`src/rtl/font_rom_arbiter.sv`:
```
// Round-robin arbiter sharing one glyph ROM among N_REQ text renderers.
// Grants are registered; returned rows are routed back after ROM_LAT cycles.
module font_rom_arbiter #(
   parameter int unsigned N_REQ   = 4,
   parameter int unsigned AW      = 10,
   parameter int unsigned DW      = 32,
   parameter int unsigned ROM_LAT = 1
) (
   input  logic                clk,
   input  logic                rst,
   input  logic [N_REQ-1:0]    req,
   input  logic [N_REQ*AW-1:0] req_addr,
   output logic [N_REQ-1:0]    gnt,
   output logic [N_REQ-1:0]    rd_valid,
   output logic [DW-1:0]       rd_data,
   output logic [AW-1:0]       rom_adr,
   output logic                rom_en,
   input  logic [DW-1:0]       rom_data
);

   localparam int unsigned   PW      = (N_REQ > 1) ? $clog2(N_REQ) : 1;
   localparam logic [PW:0]   NREQ_W  = (PW+1)'(N_REQ);
   localparam logic [PW-1:0] LAST_ID = PW'(N_REQ - 1);

   logic [PW-1:0]    ptr_q, ptr_d;
   logic [N_REQ-1:0] gnt_q, gnt_d;
   logic [PW-1:0]    gnt_id_q, gnt_id_d;
   logic [AW-1:0]    rom_adr_q, rom_adr_d;
   logic             rom_en_q, rom_en_d;

   logic [N_REQ-1:0] eligible;
   logic             win_found;
   logic [PW-1:0]    win_id;
   logic [PW:0]      scan_idx;

   logic [ROM_LAT-1:0] pipe_vld_q;
   logic [PW-1:0]      pipe_id_q [ROM_LAT];

   // A port is masked during its own grant cycle so a held request is not granted twice.
   assign eligible = req & ~gnt_q;

   always_comb begin
      win_found = 1'b0;
      win_id    = '0;
      scan_idx  = '0;
      for (int unsigned i = 0; i < N_REQ; i++) begin
         scan_idx = {1'b0, ptr_q} + (PW+1)'(i);
         if (scan_idx >= NREQ_W) begin
            scan_idx = scan_idx - NREQ_W;
         end
         if (!win_found && eligible[scan_idx[PW-1:0]]) begin
            win_found = 1'b1;
            win_id    = scan_idx[PW-1:0];
         end
      end
   end

   always_comb begin
      gnt_d     = '0;
      gnt_id_d  = gnt_id_q;
      rom_adr_d = rom_adr_q;
      rom_en_d  = 1'b0;
      ptr_d     = ptr_q;
      if (win_found) begin
         gnt_d[win_id] = 1'b1;
         gnt_id_d      = win_id;
         rom_adr_d     = req_addr[win_id*AW +: AW];
         rom_en_d      = 1'b1;
         ptr_d         = (win_id == LAST_ID) ? '0 : win_id + 1'b1;
      end
   end

   always_ff @(posedge clk) begin
      if (rst) begin
         ptr_q     <= '0;
         gnt_q     <= '0;
         gnt_id_q  <= '0;
         rom_adr_q <= '0;
         rom_en_q  <= 1'b0;
      end else begin
         ptr_q     <= ptr_d;
         gnt_q     <= gnt_d;
         gnt_id_q  <= gnt_id_d;
         rom_adr_q <= rom_adr_d;
         rom_en_q  <= rom_en_d;
      end
   end

   // Return pipeline: stage 0 holds the request issued to the ROM in the previous cycle.
   always_ff @(posedge clk) begin
      if (rst) begin
         for (int unsigned i = 0; i < ROM_LAT; i++) begin
            pipe_vld_q[i] <= 1'b0;
            pipe_id_q[i]  <= '0;
         end
      end else begin
         pipe_vld_q[0] <= rom_en_q;
         pipe_id_q[0]  <= gnt_id_q;
         for (int unsigned i = 1; i < ROM_LAT; i++) begin
            pipe_vld_q[i] <= pipe_vld_q[i-1];
            pipe_id_q[i]  <= pipe_id_q[i-1];
         end
      end
   end

   always_comb begin
      rd_valid = '0;
      if (pipe_vld_q[ROM_LAT-1]) begin
         rd_valid[pipe_id_q[ROM_LAT-1]] = 1'b1;
      end
   end

   assign rd_data = (|rd_valid) ? rom_data : '0;
   assign gnt     = gnt_q;
   assign rom_adr = rom_adr_q;
   assign rom_en  = rom_en_q;

endmodule

```
`config.mk`:
```
export PLATFORM = sky130hd
export DESIGN_NAME = font_rom_arbiter
export DESIGN_NICKNAME = d
export VERILOG_FILES = /design/src/rtl/font_rom_arbiter.sv
export SDC_FILE = /design/constraint.sdc
export NUM_CORES = 1
export LEC_CHECK = 0
export BUFFER_PORTS_ARGS = -buffer_cell sky130_fd_sc_hd__buf_2
export CAP_MARGIN = 10
export CORE_ASPECT_RATIO = 2
export CORE_MARGIN = 2
export CORE_UTILIZATION = 41
export CTS_BUF_LIST = sky130_fd_sc_hd__clkbuf_4 sky130_fd_sc_hd__clkbuf_8
export DETAILED_ROUTE_END_ITERATION = 12
export PLACE_DENSITY = 0.79
export SLEW_MARGIN = 15
export SYNTH_ARGS = -nofsm -noshare
export SYNTH_HDL_FRONTEND = slang
export SYNTH_SLANG_ARGS = --single-unit
```
`constraint.sdc`:
```
create_clock -name clk -period 2.2 [get_ports clk]
set_input_delay 0.44 -clock clk [delete_from_list [all_inputs] [get_ports clk]]
set_output_delay 0.44 -clock clk [all_outputs]
set_load 0.005 [all_outputs]
```
==> results.tsv <==
metric	value	unit
Slowest cell on crit path	dfxtp_1	
Die Y	94.5	µm
I/O pin cnt	129	
# hold bufs at CTS	0	
global-route wire length before repair	8040	µm
DR pass1 iterations	4	
Required @ worst endpoint	2.35	ns
DR WL/cell	13.7	µm
RSZ-0062 raised after global routing	false	
startpoint types	register	
most area-consuming cells after synthesis	dfxtp_1 (26%), and2_1 (14%), a211oi_1 (8.5%)	
simple-gate share of the synthesized area	25.9	%
Synth top area share	26.2	%
Antenna Nets Post-Route	0	
period utilization	84.0	%
Reg power frac	30.2	%
largest family of logic cells by synthesized area	compound AO/OA/AOI/OAI gates	
CTS sink count	22	
clock buffer depth	2	
Reg2Reg Depth	7	
total track usage	21.8	%
power share of the clock group	13.9	%
register area share after synthesis	26.2	%
CTS buffer count	3	
internal power	1.20	mW
synth warn	0	
post-synthesis cell type with the largest combined area	dfxtp_1	
pre-CTS WS	0.211	ns
post-CTS setup buffers	0	
clk slew on worst S/H paths	0.07	ns
Worst Setup End Kind	register	
P_sw	0.854	mW
Worst Hold End	gnt_id_q[1]	
root buffer cell	clkbuf_8	
asr flop ratio synth	0	%
compound-cell area share of the yosys netlist	35.3	%
cell count after placement	374	
drt total wl	5190	µm
hold_sp	rst	
worst-path cell chain	and2b_4, a211oi_4, o32ai_4, inv_2, ha_1, mux2i_1, nor2_1	
fin cells	378	
Netlist cell types	34	
Hold Path Class	primary input to register	
combinational power share	55.8	%
max incr delay on CP	0.37	ns
Final HPWL DP	4320	µm
Hold Fails Final Rpt	0	
reg-to-reg slack, setup	0.35	ns
fin. max-slew vios	0	
Ant. Diodes	0	
die area	4650	µm²
Setup-failing EPs final	0	
DRC	0	
die width	49.3	µm
initial antenna violation count	0	
Worst EP arrival	2.00	ns
peak fanout along the critical path	12	
fmax	541	MHz
core area	4010	µm²
worst setup margin	0.351	ns
net count reported at finish	409	
Worst R2R End	ptr_q[1]	
multiplexer share of the synthesized area	0.596	%
XOR/XNOR share of the synthesized area	0	%
port buffer count	128	
post-CTS sizing	0	
initial core utilization	41.9	%
global placement routability congestion	0.859	
leakage power total	1.23	nW
CTS tree	done	
Switching Fraction	41.6	%
register bit total from synthesis	22	
post-synthesis adder-cell area fraction	2.98	%
Pwr Density	849	nW/µm²
Worst Skew	0.00446	ns
ys flop type	dfxtp_1	
Max Cap Viol	0	
Critical path origin	gnt[0]	
Worst-Margin Slew	0.392	ns
Initial DRC Count	56	
area grow syn2layout	44.0	%
most frequent cells in the layout	buf_2 (128), and2_1 (37), dfxtp_1 (22)	
pin count of the biggest net entering global routing	22	
run status	complete, no violations	
share of cells above drive strength 1	50.9	%
Mapped Cells	202	
total gr overflow	0	
crit path time final	1.85	ns
Max rail drop VDD	0.607	mV
setup TNS	0	ns
vias in the first global route	1740	
Max-slew headroom	73.9	%
hold depth	2	
syn_area_per_cell	8.31	µm²
EDFF count, synth	0	
worst skew pair latency	0.26	ns
vias	1931	
num rows	33	
area of the mapped netlist	1680	µm²
reg-to-reg startpoint	gnt[0]	
synthesized net count	284	
Setup CP Type	register to register	
commonest non-fill, non-tap cell in the layout	buf_2	
H-tree level count	1	
Design Power	2.05	mW
Avg Vias per Cell	5.11	
[synth_stat cells, types with 2 or more instances]
cell and count:
and2_1 37, dfxtp_1 22, a211oi_1 19, nand2_1 16
inv_1 13, a21oi_1 12, o21ai_0 12, a211oi_2 11
o31ai_1 8, clkbuf_1 6, nor2_1 6, buf_2 5
ha_1 4, nor2b_1 4, buf_6 3, o31ai_2 3
inv_2 2, nor3b_1 2, o221ai_2 2
[sequential cells by signal, indices dropped and copies added (netlist names)]
| name | flops |
|---|---|
| pipe_vld_q | 1 |
| pipe_id_q | 2 |
| gnt_id_q | 2 |
| ptr_q | 2 |
| rom_adr | 10 |
| gnt | 4 |
| rom_en | 1 |
[stage by stage]
stage	instance area [µm²]	hold slack [ns]	utilization [%]
finish	2420	0.447	60.4
global route	2420	0.446	60.4
CTS	2420	0.443	60.4
detailed placement	2360	0.441	59.0
global placement	2360	0.437	59.0
floorplan	1680	0.426	-
[cell families (layout without fill, tap and decap cells)]
family,Yosys count,count (layout)
DFF,22,22
and+or+nand+nor,73,73
adders and majority gates,4,4
muxes,1,1
buffers and inverters,31,155
AOI/OAI and AO/OA,71,71
[layer usage]
layer	up-vias	GRT usage (%)	wire, µm	part of all wire, %
li1	951	-	-	-
met1	847	24.8	1970	38
met2	125	39.9	2580	50
met3	8	4.75	580	11
met4	0	6.43	59	1.1
met5	-	0	0	0
[power groups by stage]
stage                     logic (mW)  registers (mW)  clock network [mW]
after global routing            1.25           0.639               0.305
after CTS                       1.15           0.622               0.289
after global placement          1.11           0.621                   0
final                           1.15           0.620               0.286
after detailed placement        1.14           0.630                   0
after floorplan                0.812           0.618                   0
[worst max path at each step]
stage                     cells past startpoint  slack [ns]    endpoint
final                                         7        0.35    ptr_q[1]
after global routing                          6        0.25  rom_adr[0]
after CTS                                     6        0.35  rom_adr[0]
after detailed placement                      8        0.21    ptr_q[1]
after global placement                        7        0.23  rom_adr[2]
after floorplan                               8        0.37    ptr_q[1]
[area by class of cell]
type                    count  area (µm²)
well taps                  52        65.1
fillers                   369        1590
clock buffers               4        55.1
flip-flops and latches     22         440
multi-input cells         149        1090
repair buffers            136         713
inverters                  15        56.3
[worst max-delay path, delay by kind of cell, from the launching register on]
family	cells	cell delay, ns
AOI/OAI and AO/OA	2	0.42
buffers and inverters	1	0.26
muxes	1	0.13
and+or+nand+nor	2	0.28
adders and majority gates	1	0.29
DFF	1	0.37
No activity file was read; power rests on OpenSTA's default activity.
